## src/rtl/alu_sequencer.sv

```systemverilog
// Fetch/decode/execute/writeback controller for the 16-bit accumulator ALU.
// Owns W, the program counter and the carry/zero flags; runs from start until HALT.
module alu_sequencer #(
    parameter int PC_W = 8,
    parameter int RA_W = 5
) (
    input  logic            clk,
    input  logic            reset,
    input  logic            start,
    output logic            busy,
    output logic            done,
    output logic [PC_W-1:0] pc,
    input  logic [15:0]     instr,
    output logic [RA_W-1:0] rf_addr,
    input  logic [15:0]     rf_rdata,
    output logic [15:0]     rf_wdata,
    output logic            rf_we,
    output logic [3:0]      alu_inst,
    output logic [15:0]     alu_f,
    output logic [15:0]     alu_w,
    input  logic [16:0]     alu_ans,
    output logic [15:0]     w_reg,
    output logic            carry,
    output logic            zero
);

    typedef enum logic [2:0] {
        S_IDLE,
        S_FETCH,
        S_DECODE,
        S_EXEC,
        S_WB,
        S_DONE
    } state_t;

    localparam logic [3:0] OP_NOP_ALU = 4'd8;
    localparam logic [3:0] OP_CLR     = 4'd9;
    localparam logic [3:0] OP_HALT    = 4'd15;

    state_t      state;
    state_t      state_nxt;
    logic [15:0] instr_q;
    logic [16:0] ans_q;
    logic [15:0] alu_f_hold;
    logic [15:0] alu_w_hold;
    logic [3:0]  op_q;
    logic        dst_f;
    logic        wr_op;
    logic [15:0] result;
    logic        unused_rsvd;

    function automatic logic is_writing(input logic [3:0] op);
        return (op <= 4'd7) || (op == 4'd9) || (op == 4'd10);
    endfunction

    function automatic logic is_carry_op(input logic [3:0] op);
        return (op == 4'd2) || (op == 4'd3) || (op == 4'd5) || (op == 4'd6);
    endfunction

    assign op_q        = instr_q[15:12];
    assign dst_f       = instr_q[11];
    assign wr_op       = is_writing(op_q);
    assign result      = (op_q == OP_CLR) ? 16'h0000 : ans_q[15:0];
    // Reserved instruction bits are deliberately ignored.
    assign unused_rsvd = ^instr_q[10:RA_W];

    always_comb begin
        state_nxt = state;
        case (state)
            S_IDLE:   if (start) state_nxt = S_FETCH;
            S_FETCH:  state_nxt = S_DECODE;
            S_DECODE: state_nxt = (instr[15:12] == OP_HALT) ? S_DONE : S_EXEC;
            S_EXEC:   state_nxt = S_WB;
            S_WB:     state_nxt = S_FETCH;
            S_DONE:   if (start) state_nxt = S_FETCH;
            default:  state_nxt = S_IDLE;
        endcase
    end

    assign busy     = (state == S_FETCH) || (state == S_DECODE) ||
                      (state == S_EXEC)  || (state == S_WB);
    assign done     = (state == S_DONE);
    assign alu_inst = (state == S_EXEC) ? op_q : OP_NOP_ALU;
    assign alu_f    = (state == S_EXEC) ? rf_rdata : alu_f_hold;
    assign alu_w    = (state == S_EXEC) ? w_reg : alu_w_hold;
    assign rf_addr  = instr_q[RA_W-1:0];
    assign rf_wdata = result;
    assign rf_we    = (state == S_WB) && wr_op && dst_f;

    always_ff @(posedge clk or negedge reset) begin
        if (!reset) begin
            state   <= S_IDLE;
            pc      <= '0;
            w_reg   <= 16'h0000;
            carry   <= 1'b0;
            zero    <= 1'b0;
            instr_q <= 16'h0000;
            ans_q   <= 17'h00000;
        end else begin
            state <= state_nxt;
            case (state)
                S_IDLE, S_DONE: if (start) pc <= '0;
                S_DECODE:       instr_q <= instr;
                S_EXEC:         ans_q <= alu_ans;
                S_WB: begin
                    pc <= pc + PC_W'(1);
                    // NOP codes never touch W or flags: the ALU output is stale for them.
                    if (wr_op) begin
                        if (!dst_f) w_reg <= result;
                        zero <= (result == 16'h0000);
                    end
                    if (is_carry_op(op_q)) carry <= ans_q[16];
                end
                default: ;
            endcase
        end
    end

    // Operand hold registers keep the last EXEC operands visible outside EXEC.
    always_ff @(posedge clk) begin
        if (state == S_EXEC) begin
            alu_f_hold <= rf_rdata;
            alu_w_hold <= w_reg;
        end
    end

endmodule

```

## config.mk

```make
export PLATFORM = sky130hd
export DESIGN_NAME = alu_sequencer
export DESIGN_NICKNAME = d
export VERILOG_FILES = /design/src/rtl/alu_sequencer.sv
export SDC_FILE = /design/constraint.sdc
export NUM_CORES = 1
export LEC_CHECK = 0
export ABC_CLOCK_PERIOD_IN_PS = 2800
export CORE_UTILIZATION = 45
export CTS_BUF_LIST = sky130_fd_sc_hd__clkbuf_8
export DETAILED_ROUTE_END_ITERATION = 12
export PLACE_DENSITY = 0.87
export SLEW_MARGIN = 25
export SYNTH_ARGS = -nofsm -noshare
export SYNTH_HDL_FRONTEND = slang
export SYNTH_SLANG_ARGS = --single-unit
export TNS_END_PERCENT = 100
```

## constraint.sdc

```tcl
create_clock -name clk -period 2.8 [get_ports clk]
set_input_delay 0.84 -clock clk [delete_from_list [all_inputs] [get_ports clk]]
set_output_delay 0.84 -clock clk [all_outputs]
set_load 0.005 [all_outputs]
```

==> metrics.md <==
| Metric | Value |
|---|---|
| Synth Register Bits | 88 |
| Warnings from Yosys | 0 |
| Die width | 91.07 µm |
| Top cell type's share of synthesized area | 39.26% |
| Max Slew Vio Count | 0 |
| Total of max-cap violations | 0 |
| Total global routing overflow | 0 |
| Multi-input logic area | 1421 µm² |
| Vias in the first global route | 2776 |
| Starting DRC count in detailed routing | 86 |
| Layout fillers | 571 |
| PwrDens | 1175 nW/µm² |
| P_sw | 1.968 mW |
| Final HPWL DP | 5.491 mm |
| Switching Fraction | 30.75% |
| Initial antenna violation count | 0 |
| FF-to-FF Start | state[1] |
| Maximum root-to-sink buffer count | 2 |
| Max reg flops | 17 |
| Top-count cell post-synth | mux2_2 |
| Leak Pwr | 2.495 nW |
| Clock power share | 15.9% |
| Die Ht | 91.07 µm |
| Final setup vio count | 0 |
| Synth cell types | 43 |
| GPL Wtd Cong | 0.7862 |
| Setup Total Neg Slack | 0 ps |
| Tightest Pin Transition | 858.9 ps |
| Worst setup SP type | register |
| Total power draw | 6.401 mW |
| Hold path startpoint | alu_f_hold[15] |
| Sequential-to-total area share from yosys stat | 57.20% |
| Num CTS Buffers | 9 |
| Worst EP arrival | 1910 ps |
| Post-route setup slack | 50.13 ps |
| Max Fclk | 0.3637 GHz |
| First-pass GRT wire length | 13.76 mm |
| Via density | 5.132 |
| Pre-Repair DR Iteration Count | 4 |
| GR Util All Layers | 21.20% |
| Vias | 2730 |
| Max FO, Critical Path | 5 |
| Htree depth | 3 |
| Worst-Skew Late Latency | 340 ps |
| Setup crit start | state[2] |
| Clk sinks | 88 |
| Final wirelength | 8.591 mm |
| Power share of the combinational group | 48.6% |
| Core area | 7687 µm² |
| Share of cells above drive strength 1 | 26.28% |
| Status | completed |
| CTS tree | built |
| Seq pwr share | 35.4% |
| Dpl ws | -0.2802 ps |
| Critical path class | reg -> out |
| Minimum clock period after layout | 2750 ps |
| Initial Util | 46.44% |
| Rel. slew slack | 42.74% |
| Ys flop type | dfrtp_1 |
| Placed Instance Area | 4996 µm² |
| Synth Area per Inst | 12.98 µm² |
| Crit. End Element | output port |
| RSZ-0062 raised after global routing | yes |
| IO Count | 138 |
| Mapped Cells | 275 |
| Most flop-heavy register | ans_q |
| Setup Skew | 7.900 ps |
| Req. time, crit path | 1960 ps |
| Internal power | 4.433 mW |
| Root buffer cell | clkbuf_8 |
| Cell area after layout | 5446 µm² |
| Reg area | 2044 µm² |
| Die area | 8293 µm² |
| Most common library cells after synthesis | mux2_2 (60), dfrtp_1 (56), dfxtp_1 (32) |
| Inserted Diodes | 0 |
| Post-Syn Area | 3570 µm² |
| Nets | 478 |
| Final core occ | 70.85% |
| Ys async rst share | 63.64% |
| Clk pin slew, worst setup/hold paths | 80 ps |
| P&R area growth vs syn | 52.58% |
| Worst hold path class | reg -> reg |
| Largest net degree at the start of global routing | 57 |
| Yosys top cell by area | dfrtp_1 |
| Max rail drop VDD | 0.0006340 V |
| Number of synthesized flops with an enable pin | 0 |
| Post-DR wirelength/cell | 16.15 µm |
| Post-synthesis net count | 328 |
| Routed Antenna Nets | 0 |
| DRC | 0 |
| Period utilisation layout | 98.21% |
| Ranking of synthesized cells by area | dfrtp_1 (39%), mux2_2 (19%), dfxtp_1 (18%) |
| FP Rows | 32 |
| Buffers on Ports | 131 |
| Final Hold Vio Count | 0 |
per-stage QoR:
stage	cells	hold WS [ps]
6_report	532	473.2
5_1_grt	532	488.2
4_1_cts	518	479.1
3_5_place_dp	499	458.1
3_3_place_gp	499	454.3
2_1_floorplan	275	464.1
critical path, cell delays in order (launching register included):
cell and delay [ps]:
dfrtp_1 410, inv_2 100, nand3_4 150, buf_4 190, clkbuf_16 140, nor2_1 80, clkdlybuf4s50_1 510
layer usage:
layer	up-vias	track usage, %	wire length (µm)
li1	1278	-	-
met1	1335	26.94	3659
met2	103	34.91	4283
met3	14	5.444	505
met4	0	7.804	142
met5	-	0	0
final timing paths:
path                                  endpoint  slack, ps  cells after the start
worst min register to register  alu_f_hold[15]        470                      1
worst max register to register       w_reg[15]        670                      4
min in group asynchronous           instr_q[2]        610                      2
worst max-delay path               alu_inst[1]         50                      6
max in group asynchronous          instr_q[15]       1680                      2
worst min-delay path            alu_f_hold[15]        470                      1
area by class of cell:
cell class | count | share of cell area, %
clock inverter | 7 | 2.068
clock buffer | 9 | 2.274
tap | 102 | 2.343
timing repair buffer | 156 | 29.06
inverter | 9 | 0.6203
sequential | 88 | 37.54
multi-input combinational | 161 | 26.10
cell usage in the layout, fill, tap and decap left out, types with 7 or more instances in the layout:
cell type	n
clkdlybuf4s50_1	92
mux2_2	60
dfrtp_1	54
dfxtp_1	32
dlygate4sd2_1	26
buf_4	19
a22o_1	16
nor2b_1	14
dlymetal6s2s_1	12
inv_1	9
clkbuf_8	9
nor2_1	8
o21ai_0	7
a21oi_1	7
logic make-up (layout without fill, tap and decap cells):
logic type | Yosys count | count (layout) | share of synthesized area [%]
adders and majority gates | 1 | 1 | 0.3505
muxes | 64 | 64 | 20.05
AOI/OAI and AO/OA | 42 | 42 | 8.938
DFF | 88 | 88 | 57.20
buffers and inverters | 26 | 181 | 3.750
xor gates and xnor gates | 3 | 3 | 0.7362
and+or+nand+nor | 51 | 51 | 8.973
what timing repair did:
item                                    CTS  global route
gates resized for setup                  33            13
pin swaps                                 0             2
gates cloned                              2             2
endpoints found under the setup margin   48            12
hold buffers                              0             0
buffers inserted                          1            12
power by group through the flow:
stage | Clock [mW] | Sequential, mW | Combinational, mW
after floorplan | 0 | 2.17 | 1.47
after global placement | 0 | 2.25 | 2.94
after detailed placement | 0 | 2.29 | 3.01
after CTS | 1.04 | 2.27 | 2.99
after global routing | 1.10 | 2.35 | 3.36
final | 1.02 | 2.27 | 3.11
Note: power is estimated with default switching activity, not from simulation.
